<file path="config.mk">
export PLATFORM = sky130hd
export DESIGN_NAME = mem_arbiter_flat
export DESIGN_NICKNAME = d
export VERILOG_FILES = /design/src/rtl/mem_arbiter_if.sv /design/src/rtl/mem_arbiter.sv /design/src/flat_wrapper.sv
export SDC_FILE = /design/constraint.sdc
export NUM_CORES = 1
export LEC_CHECK = 0
export ABC_AREA = 1
export CORE_MARGIN = 2
export CORE_UTILIZATION = 39
export CTS_CLUSTER_DIAMETER = 120
export DETAILED_ROUTE_END_ITERATION = 7
export PLACE_DENSITY = 0.77
export SYNTH_ARGS = -nofsm -noshare
export SYNTH_HDL_FRONTEND = slang
export SYNTH_SLANG_ARGS = --single-unit
export TNS_END_PERCENT = 100
</file>
<file path="constraint.sdc">
create_clock -name clk -period 1 [get_ports clk]
set_input_delay 0.1 -clock clk [delete_from_list [all_inputs] [get_ports clk]]
set_output_delay 0.1 -clock clk [all_outputs]
set_load 0.005 [all_outputs]
</file>
<file path="src/rtl/mem_arbiter_if.sv">
// Bus bundle for mem_arbiter: CPU and DMA requester ports plus the shared RAM port.
// The slave modport is the arbiter side and the master modport is the requester/RAM side.
interface mem_arbiter_if #(
  parameter int unsigned AW = 8,
  parameter int unsigned DW = 16
);
  logic [1:0]    cpu_cmd;
  logic [AW-1:0] cpu_addr;
  logic [DW-1:0] cpu_wdata;
  logic [DW-1:0] cpu_rdata;
  logic          cpu_ready;
  logic [1:0]    dma_cmd;
  logic [AW-1:0] dma_addr;
  logic [DW-1:0] dma_wdata;
  logic [DW-1:0] dma_rdata;
  logic          dma_ready;
  logic [1:0]    mem_cmd;
  logic [AW-1:0] mem_addr;
  logic [DW-1:0] mem_wdata;
  logic [DW-1:0] mem_rdata;

  modport slave (
    input  cpu_cmd, cpu_addr, cpu_wdata,
    output cpu_rdata, cpu_ready,
    input  dma_cmd, dma_addr, dma_wdata,
    output dma_rdata, dma_ready,
    output mem_cmd, mem_addr, mem_wdata,
    input  mem_rdata
  );

  modport master (
    output cpu_cmd, cpu_addr, cpu_wdata,
    input  cpu_rdata, cpu_ready,
    output dma_cmd, dma_addr, dma_wdata,
    input  dma_rdata, dma_ready,
    input  mem_cmd, mem_addr, mem_wdata,
    output mem_rdata
  );
endinterface

</file>
<file path="src/rtl/mem_arbiter.sv">
// Two-requester (CPU/DMA) arbiter for a single-port RAM: IDLE -> ACCESS (-> RESP on reads).
// Ties are round-robin by default; defining MEM_ARB_CPU_PRIO_EN makes the CPU always win.
module mem_arbiter #(
  parameter int unsigned AW = 8,
  parameter int unsigned DW = 16
) (
  input  logic clk,
  input  logic reset,
  mem_arbiter_if.slave bus
);

  typedef enum logic [1:0] {IDLE, ACCESS, RESP} state_e;
  typedef enum logic [1:0] {
    CMD_NONE  = 2'b00,
    CMD_READ  = 2'b01,
    CMD_WRITE = 2'b10,
    CMD_ILL   = 2'b11
  } cmd_e;
  typedef enum logic {REQ_CPU, REQ_DMA} req_e;

  state_e        state_q;
  req_e          win_q;
  logic [1:0]    cmd_q;
  logic [AW-1:0] addr_q;
  logic [DW-1:0] wdata_q;
  logic [1:0]    mem_cmd_q;
  logic          cpu_ready_q;
  logic          dma_ready_q;
  logic [DW-1:0] cpu_rdata_q;
  logic [DW-1:0] dma_rdata_q;
`ifndef MEM_ARB_CPU_PRIO_EN
  req_e          last_grant_q;
`endif

  logic          cpu_req;
  logic          dma_req;
  req_e          win_d;
  logic [1:0]    cmd_d;
  logic [AW-1:0] addr_d;
  logic [DW-1:0] wdata_d;

  always_comb begin
    cpu_req = (bus.cpu_cmd == CMD_READ) || (bus.cpu_cmd == CMD_WRITE);
    dma_req = (bus.dma_cmd == CMD_READ) || (bus.dma_cmd == CMD_WRITE);
`ifdef MEM_ARB_CPU_PRIO_EN
    win_d = cpu_req ? REQ_CPU : REQ_DMA;
`else
    win_d = REQ_CPU;
    if (dma_req && (!cpu_req || (last_grant_q == REQ_CPU))) win_d = REQ_DMA;
`endif
    cmd_d   = (win_d == REQ_DMA) ? bus.dma_cmd   : bus.cpu_cmd;
    addr_d  = (win_d == REQ_DMA) ? bus.dma_addr  : bus.cpu_addr;
    wdata_d = (win_d == REQ_DMA) ? bus.dma_wdata : bus.cpu_wdata;
  end

  always_ff @(posedge clk) begin
    if (!reset) begin
      state_q      <= IDLE;
      win_q        <= REQ_CPU;
      cmd_q        <= '0;
      addr_q       <= '0;
      wdata_q      <= '0;
      mem_cmd_q    <= CMD_NONE;
      cpu_ready_q  <= 1'b0;
      dma_ready_q  <= 1'b0;
      cpu_rdata_q  <= '0;
      dma_rdata_q  <= '0;
`ifndef MEM_ARB_CPU_PRIO_EN
      last_grant_q <= REQ_DMA;
`endif
    end else begin
      cpu_ready_q <= 1'b0;
      dma_ready_q <= 1'b0;
      case (state_q)
        IDLE: begin
          if (cpu_req || dma_req) begin
            win_q     <= win_d;
            cmd_q     <= cmd_d;
            addr_q    <= addr_d;
            wdata_q   <= wdata_d;
            mem_cmd_q <= cmd_d;
            // Writes complete in ACCESS, so their ready is armed at grant time.
            if (cmd_d == CMD_WRITE) begin
              cpu_ready_q <= (win_d == REQ_CPU);
              dma_ready_q <= (win_d == REQ_DMA);
            end
            state_q <= ACCESS;
`ifndef MEM_ARB_CPU_PRIO_EN
            last_grant_q <= win_d;
`endif
          end
        end
        ACCESS: begin
          if (cmd_q == CMD_WRITE) begin
            mem_cmd_q <= CMD_NONE;
            state_q   <= IDLE;
          end else begin
            cpu_ready_q <= (win_q == REQ_CPU);
            dma_ready_q <= (win_q == REQ_DMA);
            state_q     <= RESP;
          end
        end
        RESP: begin
          if (win_q == REQ_CPU) cpu_rdata_q <= bus.mem_rdata;
          else                  dma_rdata_q <= bus.mem_rdata;
          mem_cmd_q <= CMD_NONE;
          state_q   <= IDLE;
        end
        default: begin
          mem_cmd_q <= CMD_NONE;
          state_q   <= IDLE;
        end
      endcase
    end
  end

  logic mem_active;
  logic resp_live;

  // RAM data only arrives in RESP, so the winner sees it directly that cycle
  // and the registered copy holds it from then on.
  always_comb begin
    mem_active    = reset && (mem_cmd_q != CMD_NONE);
    resp_live     = reset && (state_q == RESP);
    bus.mem_cmd   = mem_active ? mem_cmd_q : CMD_NONE;
    bus.mem_addr  = mem_active ? addr_q    : '0;
    bus.mem_wdata = mem_active ? wdata_q   : '0;
    bus.cpu_ready = reset && cpu_ready_q;
    bus.dma_ready = reset && dma_ready_q;
    bus.cpu_rdata = (resp_live && (win_q == REQ_CPU)) ? bus.mem_rdata : cpu_rdata_q;
    bus.dma_rdata = (resp_live && (win_q == REQ_DMA)) ? bus.mem_rdata : dma_rdata_q;
  end

endmodule

</file>
<file path="src/flat_wrapper.sv">
// flat-port wrapper written by rule: the top's interface ports become plain ports
module mem_arbiter_flat 
#(
  parameter int unsigned AW = 8,
  parameter int unsigned DW = 16
)
  (clk, reset, bus_cpu_cmd, bus_cpu_addr, bus_cpu_wdata, bus_cpu_rdata, bus_cpu_ready, bus_dma_cmd, bus_dma_addr, bus_dma_wdata, bus_dma_rdata, bus_dma_ready, bus_mem_cmd, bus_mem_addr, bus_mem_wdata, bus_mem_rdata);
  mem_arbiter_if #(.AW(AW), .DW(DW)) bus_i ();
  input  logic clk;
  input  logic reset;
  input wire logic [$bits(bus_i.cpu_cmd)-1:0] bus_cpu_cmd;
  input wire logic [$bits(bus_i.cpu_addr)-1:0] bus_cpu_addr;
  input wire logic [$bits(bus_i.cpu_wdata)-1:0] bus_cpu_wdata;
  output wire logic [$bits(bus_i.cpu_rdata)-1:0] bus_cpu_rdata;
  output wire logic [$bits(bus_i.cpu_ready)-1:0] bus_cpu_ready;
  input wire logic [$bits(bus_i.dma_cmd)-1:0] bus_dma_cmd;
  input wire logic [$bits(bus_i.dma_addr)-1:0] bus_dma_addr;
  input wire logic [$bits(bus_i.dma_wdata)-1:0] bus_dma_wdata;
  output wire logic [$bits(bus_i.dma_rdata)-1:0] bus_dma_rdata;
  output wire logic [$bits(bus_i.dma_ready)-1:0] bus_dma_ready;
  output wire logic [$bits(bus_i.mem_cmd)-1:0] bus_mem_cmd;
  output wire logic [$bits(bus_i.mem_addr)-1:0] bus_mem_addr;
  output wire logic [$bits(bus_i.mem_wdata)-1:0] bus_mem_wdata;
  input wire logic [$bits(bus_i.mem_rdata)-1:0] bus_mem_rdata;
  assign bus_i.cpu_cmd = bus_cpu_cmd;
  assign bus_i.cpu_addr = bus_cpu_addr;
  assign bus_i.cpu_wdata = bus_cpu_wdata;
  assign bus_cpu_rdata = bus_i.cpu_rdata;
  assign bus_cpu_ready = bus_i.cpu_ready;
  assign bus_i.dma_cmd = bus_dma_cmd;
  assign bus_i.dma_addr = bus_dma_addr;
  assign bus_i.dma_wdata = bus_dma_wdata;
  assign bus_dma_rdata = bus_i.dma_rdata;
  assign bus_dma_ready = bus_i.dma_ready;
  assign bus_mem_cmd = bus_i.mem_cmd;
  assign bus_mem_addr = bus_i.mem_addr;
  assign bus_mem_wdata = bus_i.mem_wdata;
  assign bus_i.mem_rdata = bus_mem_rdata;
  mem_arbiter #(.AW(AW), .DW(DW)) u_core (.clk(clk), .reset(reset), .bus(bus_i));
endmodule
</file>
## After elaboration in Yosys (flattened, before gate mapping)

Cells that the tools add are included.

- Register bits after elaboration: 66
- Logic and storage cells: 65
- Output and inout port bits: 60

- Reduce and logical (&&, ||, !) cells: 18
- Bitwise logic cells: 3
- Equal/unequal tests: 10
- Multiplexer cells: 23

Operators by type and width:

| kind | number |
|---|---|
| $mux W16 | 4 |
| $mux W8 | 2 |
| $mux W2 | 6 |
| $eq A2 B2 Y1 const B | 5 |
| $pmux W2 S2 | 2 |
| $reduce_and A2 Y1 | 4 |
| $logic_and A1 B1 Y1 | 7 |
| $mux W1 | 7 |
| $eq A2 B1 Y1 const B | 3 |
| $logic_or A1 B1 Y1 | 4 |
| $ne A2 B1 Y1 const B | 2 |
| $pmux W1 S2 | 2 |
| $not A1 Y1 | 3 |
| $logic_not A2 Y1 | 1 |
| $reduce_bool A2 Y1 | 1 |
| $logic_not A1 Y1 | 1 |

## Logic depth before layout (Yosys ltp)

Gate-level depths: netlist of run 1.

- Depth after elaboration: 11
- Depth in mapped cells: 10
- Mapped depth without buffers: 9

## Worst setup path before layout of run 1

OpenSTA, ideal clock, no wires.

- Path type: reg2out
- From: register u_core.state_q[1]
- To: output bus_dma_rdata[8]
- Buffers on the path: 1
- Path slack: -0.118 ns
- Stages on the path, launching flop included: 8
- Data arrival time: 1.018 ns
- Path through: dfxtp_1 > inv_1 > nor2_1 > nand2_1 > nor2_2 > buf_2 > nand2_1 > o21ai_1

- Cells in the longest elaborated chain, start to end: 4

Ends and longest elaborated chain:

| item | line | RTL |
|---|---|---|
| start, declared | mem_arbiter.sv:21 | `state_e state_q;` |
| start signal, assigned | mem_arbiter.sv:58 | `state_q <= IDLE;` |
| start signal, assigned | mem_arbiter.sv:87 | `state_q <= ACCESS;` |
| start signal, assigned | mem_arbiter.sv:96 | `state_q <= IDLE;` |
| $eq A2 B2 Y1 | mem_arbiter.sv:124 | `resp_live = reset && (state_q == RESP);` |
| $logic_and A1 B1 Y1 | mem_arbiter.sv:124 |  |
| $logic_and A1 B1 Y1 | mem_arbiter.sv:131 | `bus.dma_rdata = (resp_live && (win_q == REQ_DMA)) ? bus.mem_rdata : dma_rdata_q;` |
| $mux W16 | mem_arbiter.sv:131 |  |
| end, declared | flat_wrapper.sv:19 | `output wire logic [$bits(bus_i.dma_rdata)-1:0] bus_dma_rdata;` |

Every way passes these cells.

## Final worst setup path of run 1

- From: register u_core.state_q[1]
- To: output bus_dma_rdata[5]

Same word-level chain as after synthesis.

==> results of run 1 <==
kinds of logic after synthesis:
family | after synthesis | synth area share (%)
DFF | 66 | 41.67
and+or+nand+nor | 221 | 27.35
buffers and inverters | 94 | 13.38
AOI/OAI and AO/OA | 99 | 17.60
per-stage QoR:
stage | instances | area, um2 | utilization, % | hold slack [ns]
after floorplan | 480 | 3236 | - | 0.2224
after global placement | 714 | 4741 | 60.72 | 0.4504
after detailed placement | 714 | 4741 | 60.72 | 0.4568
after CTS | 764 | 5411 | 69.31 | 0.3947
after global routing | 775 | 5732 | 73.41 | 0.3919
final | 775 | 5732 | 73.41 | 0.3754
power groups by stage:
stage,logic [W],registers [W],clock network (W)
4_1_cts,0.00197,0.00291,0.00216
6_report,0.00218,0.00292,0.00218
2_1_floorplan,0.000853,0.00294,0
3_5_place_dp,0.00158,0.00296,0
3_3_place_gp,0.00156,0.00295,0
5_1_grt,0.00235,0.00294,0.00232
worst max-delay path by stage:
stage | start | slack, ns | cells past startpoint | to
after floorplan | u_core.state_q[0]$_SDFFE_PN0N_ | -0.08 | 6 | u_core.wdata_q[0]$_SDFFE_PN0P_
after global placement | reset | -0.79 | 7 | bus_dma_rdata[13]
after detailed placement | reset | -0.83 | 7 | bus_dma_rdata[7]
after CTS | u_core.state_q[1]$_SDFFE_PN0N_ | -0.72 | 10 | bus_dma_rdata[8]
after global routing | u_core.state_q[1]$_SDFFE_PN0N_ | -0.81 | 9 | bus_dma_rdata[15]
final | u_core.state_q[1]$_SDFFE_PN0N_ | -0.70 | 9 | bus_dma_rdata[5]
state kept, by name, summed over array words and instances, names as in the netlist, 2 cells and up:
register	count
u_core.state_q	2
u_core.mem_cmd_q	2
u_core.wdata_q	16
u_core.addr_q	8
u_core.dma_rdata_q	16
u_core.cmd_q	2
u_core.cpu_rdata_q	16
timing repair:
action | in CTS | in global routing
cloned | 9 | 4
setup endpoints to repair | 125 | 123
setup buffers | 33 | 13
gates resized for setup | 338 | 101
pin swaps | 10 | 8
layout make-up:
cell class,instances,area share (%)
clock buffer,10,2.227
clock inverter,6,1.004
inverter,72,5.021
multi-input combinational,321,32.46
sequential,66,23.16
tap,102,2.227
timing repair buffer,198,33.90
layout by cell type, fill, tap and decap left out, types with 9 or more instances in the layout:
master,count
inv_1,68
clkbuf_2,10
a21oi_1,13
buf_12,9
nand2_4,18
clkdlybuf4s50_1,68
nor2_1,16
nand2_1,157
nor2_4,11
buf_2,45
a21oi_2,18
o21ai_2,34
clkbuf_8,9
buf_4,25
buf_6,31
o21ai_1,27
dfxtp_1,61
critical path: stages (launching register included):
cell     delay (ns)
dfxtp_2        0.34
inv_2          0.05
nor2_4         0.10
nand2_2        0.09
nor2_4         0.14
buf_6          0.14
buf_12         0.14
nand2_4        0.05
o21ai_1        0.09
buf_2          0.14
metal layers:
layer | track usage, % | vias up
li1 | - | 1854
met4 | 10.75 | 0
met1 | 24.57 | 1728
met5 | 0 | -
met2 | 45.42 | 168
met3 | 5.618 | 31
==> impl_metrics.json, run 1 <==
{
  "status": "complete, but fails checks",
  "failed_checks": "negative setup slack",
  "setup_slack_ns": -0.7021,
  "wl_per_cell_um": 15.07,
  "p_clk_share_pct": 29.9,
  "p_sw_w": 0.002176,
  "irDropWorstVdd_uv": 765.4,
  "ys_async_sr_fraction_pct": 0,
  "fin_crit_ns": 1.702,
  "max_freq_mhz": 587.5,
  "p_leak_nw": 2.704,
  "cp-end-kind": "output pin",
  "start_kind": "flip-flop",
  "wl_met1_mm": 4.402,
  "grt_max_degree": 35,
  "drtIter0Drc": 145,
  "cts_buffers": 9,
  "wl_met2_mm": 6.159,
  "num_io_pins": 130,
  "h-tree-depth": 3,
  "synth_ff_type": "dfxtp_1",
  "syn_area_per_cell_um2": 6.605,
  "coreArea_mm2": 0.007807,
  "synth_common_cells": "nand2_1, inv_1, dfxtp_1",
  "start_util_pct": 40.61,
  "cts_hold_buf": 0,
  "io_buffer_count": 129,
  "comb_power_share_pct": 29.9,
  "ys_ff_latch": 66,
  "dieHeight_um": 94.17,
  "max_slew_margin_pct": 68.22,
  "cts.sinks": 66,
  "clock-root-buffer": "clkbuf_8",
  "tightest_slew_ns": 0.4767,
  "power_w": 0.007271,
  "hold_class": "input pin to flip-flop",
  "grt_setup_unrepaired": "true",
  "hold_depth": 6,
  "seq_area_mm2": 0.001328,
  "fill_cells": 588,
  "drcViolationCount": 0,
  "reg2reg_from": "u_core.state_q[0]$_SDFFE_PN0N_",
  "syn_nets": 550,
  "reg2reg_to": "u_core.addr_q[3]$_SDFFE_PN0P_",
  "critPathKind": "flip-flop to output pin",
  "synth_top_area_share_pct": 41.67,
  "fin_nets": 738,
  "hold_viol_final": 0,
  "holdPathEnd": "u_core.cpu_rdata_q[10]$_SDFFE_PN0P_",
  "drt_first_pass_iters": 4,
  "ant_nets": 0,
  "drive_gt1_share_pct": 37.59,
  "synth.most_common_cell": "nand2_1",
  "slew_violations": 0,
  "syn_to_final_growth_pct": 80.78,
  "cts_tree": "done",
  "clock_latency_ns": 0.33,
  "rrSetupSlack_ns": -0.43,
  "grt_pass1_wl_mm": 16.78,
  "clock_skew_ns": 0.01051,
  "wl_mm": 11.68,
  "grt_use_total_pct": 23.92,
  "yosysUniqueCellTypes": 21,
  "crit_required_ns": 0.90,
  "synth.largest_area_cell": "dfxtp_1",
  "overflow": 0,
  "top_layer": "met4",
  "dp_hpwl_mm": 6.293,
  "ctsLongestPathBuffers": 2,
  "internal_power_w": 0.005095,
  "yosys-top-cells-area": "dfxtp_1, nand2_1, o21ai_0",
  "hold_start": "reset",
  "yosysWarnings": 0,
  "dieArea_mm2": 0.008867,
  "grt_pass1_vias": 3746,
  "seqPwrFrac_pct": 40.2,
  "finalSetupViolCount": 123,
  "synthesis.area_mm2": 0.003171,
  "pre_cts_ws_ns": -0.8306,
  "die_w_um": 94.17,
  "diodes": 0,
  "multi_input_area_mm2": 0.001861,
  "rows": 32,
  "path_clk_slew_ns": 0.08,
  "p_sw_share_pct": 29.93,
  "r2r_cells": 8,
  "vias_per_cell": 4.879,
  "maxCapViolations": 0,
  "wl_met3_um": 812,
  "ys_seq_area_share_pct": 41.67,
  "vias": 3781,
  "antenna_found_initial": 0,
  "synth_edf_count": 0,
  "critPathArrivalTime_ns": 1.60,
  "gp_congestion": 0.8051,
  "cp_max_fo": 6,
  "syn_inst": 480,
  "finalSetupTns_ns": -47.72,
  "pwr_density_cell_mw_per_mm2": 1269,
  "period_share_pct": 170.2
}
Power figures use the tool's default switching activity.
==> run 2, diff against run 1 <==
Settings changed: CTS_CLUSTER_DIAMETER 120 to unset, GPL_ROUTABILITY_DRIVEN set to 0, SETUP_SLACK_MARGIN set to 0.2.
==> run 2 against run 1 <==
- the run still ends with negative setup slack left
- global-route usage grew 1.6 points
- utilization up 8.1 points
- sequential share of layout area is 2.2 points lower
- power increased by 14%
- count of clock-buffer cells in the layout up 1
- critical path depth stayed put
- largest cell class unchanged
==> impl_metrics.json, run 2 (synthesis results as in run 1) <==
{
  "status": "complete, but fails checks",
  "failed_checks": "negative setup slack",
  "dieHeight_um": 94.17,
  "crit_required_ns": 0.90,
  "hold_slack_ns": 0.3980,
  "ctsLongestPathBuffers": 2,
  "cpMaxStageDelayCell": "dfxtp_2",
  "dp_hpwl_mm": 6.368,
  "drcViolationCount": 0,
  "final_common_cell": "nand2_1",
  "vias_per_cell": 5.126,
  "coreArea_mm2": 0.007807,
  "pwr_density_cell_mw_per_mm2": 1306,
  "rows": 32,
  "diodes": 0,
  "max_freq_mhz": 562.3,
  "grt_use_total_pct": 25.48,
  "critPathArrivalTime_ns": 1.68,
  "power_w": 0.008310,
  "grt_pass1_vias": 3855,
  "tightest_slew_ns": 0.5558,
  "max_slew_margin_pct": 62.95,
  "r2r_cells": 10,
  "critPathKind": "flip-flop to output pin",
  "die_w_um": 94.17,
  "wl_mm": 14.26,
  "cts.sinks": 66,
  "antenna_found_initial": 0,
  "cts_buffers": 9,
  "maxCapViolations": 0,
  "reg_top3": "u_core.cpu_rdata_q x16, u_core.dma_rdata_q x16, u_core.wdata_q x16",
  "hold_class": "input pin to flip-flop",
  "fin_nets": 752,
  "num_io_pins": 130,
  "clock_skew_ns": 0.01234,
  "path_clk_slew_ns": 0.08,
  "clock-root-buffer": "clkbuf_8",
  "slowest_delay_ns": 0.35,
  "wl_per_cell_um": 18.12,
  "drtIter0Drc": 207,
  "fin_crit_ns": 1.779,
  "ant_nets": 0,
  "overflow": 0,
  "cp-end-kind": "output pin",
  "p_leak_nw": 2.890,
  "final_cell_mix": "nand2_1, clkdlybuf4s50_1, inv_1",
  "h-tree-depth": 3,
  "cts_tree": "done",
  "drive_gt1_share_pct": 49.93,
  "cp_cell_sequence": "inv_2 > nor2_4 > nand2_2 > nor2_4 > buf_6 > buf_16 > nand2_2 > o21ai_1 > buf_2",
  "setup_slack_ns": -0.7786,
  "dieArea_mm2": 0.008867,
  "start_util_pct": 40.61,
  "grt_pass1_wl_mm": 17.77,
  "period_share_pct": 177.9,
  "hold_depth": 3,
  "io_buffer_count": 129,
  "hold_viol_final": 0,
  "clock_latency_ns": 0.35,
  "vias": 4034,
  "cp_max_fo": 8,
  "grt_max_degree": 35,
  "grt_setup_unrepaired": "true",
  "drt_first_pass_iters": 4,
  "finalSetupViolCount": 123,
  "slew_violations": 0,
  "pre_cts_ws_ns": -0.7794,
  "irDropWorstVdd_uv": 711.5,
  "syn_to_final_growth_pct": 100.7,
  "start_kind": "flip-flop"
}
[run 2: changes by cell type in the layout (fill, tap and decap cells not counted), moves of 4 or more]
cell,previous run,this run
nand2_1,157,110
nand2_2,5,48
nor2_4,11,27
nor2_1,16,1
buf_6,31,45
clkbuf_2,10,1
a21oi_1,13,6
a21oi_2,18,25
buf_4,25,18
buf_12,9,15
buf_16,3,9
buf_2,45,49
nand2_4,18,22
nand3_1,5,1
[run 2: critical path: cells and delay by family, from the launching register on]
| kind | cells | cell delay (ns) |
|---|---|---|
| flops | 1 | 0.35 |
| simple gates | 4 | 0.44 |
| buf+inv | 4 | 0.44 |
| compound gates | 1 | 0.09 |
[run 2: worst paths after layout]
kind / start / to / slack, ns
hold reg to reg: u_core.cpu_rdata_q[3]$_SDFFE_PN0P_ / u_core.cpu_rdata_q[3]$_SDFFE_PN0P_ / 0.46
hold / removal: bus_mem_rdata[3] / u_core.dma_rdata_q[3]$_SDFFE_PN0P_ / 0.40
setup / recovery: u_core.state_q[1]$_SDFFE_PN0N_ / bus_dma_rdata[10] / -0.78
setup reg to reg: u_core.state_q[0]$_SDFFE_PN0N_ / u_core.wdata_q[4]$_SDFFE_PN0P_ / -0.51
[run 2: layout make-up]
| cell class | instances | area [um2] |
|---|---|---|
| Multi-Input combinational cell | 321 | 2173 |
| Fill cell | 463 | 1444 |
| Inverter | 72 | 287.8 |
| Timing Repair Buffer | 212 | 2251 |
| Clock buffer | 11 | 151.4 |
| Clock inverter | 3 | 40.04 |
| Tap cell | 102 | 127.6 |
| Sequential cell | 66 | 1333 |
[run 2: through the flow]
step                      utilization (%)  setup TNS (ns)  std cells  cell area [um2]
final                               81.51          -62.04        787             6364
after detailed placement            62.29          -68.07        714             4863
after CTS                           72.45          -50.69        771             5657
after global placement              62.29          -65.79        714             4863
after floorplan                         -          -4.282        480             3366
after global routing                81.51          -68.03        787             6364
[run 2: repair_timing]
item	CTS	global route
cloned	10	3
gates resized for setup	364	168
hold buffers	0	0
endpoints found under the setup margin	126	126
buffers inserted	33	13
pin swaps	17	24
[run 2: routing by layer]
layer	routed length [um]	track usage [%]
met1	5207	27.89
met2	7562	46.73
met5	0	0
met4	472	10.02
met3	1020	6.421
[run 2: power breakdown]
| group | total [W] | switching [W] | internal, W |
|---|---|---|---|
| Clock | 0.00232 | 0.00106 | 0.00125 |
| Sequential | 0.00296 | 0.000137 | 0.00282 |
| Combinational | 0.00303 | 0.00147 | 0.00156 |
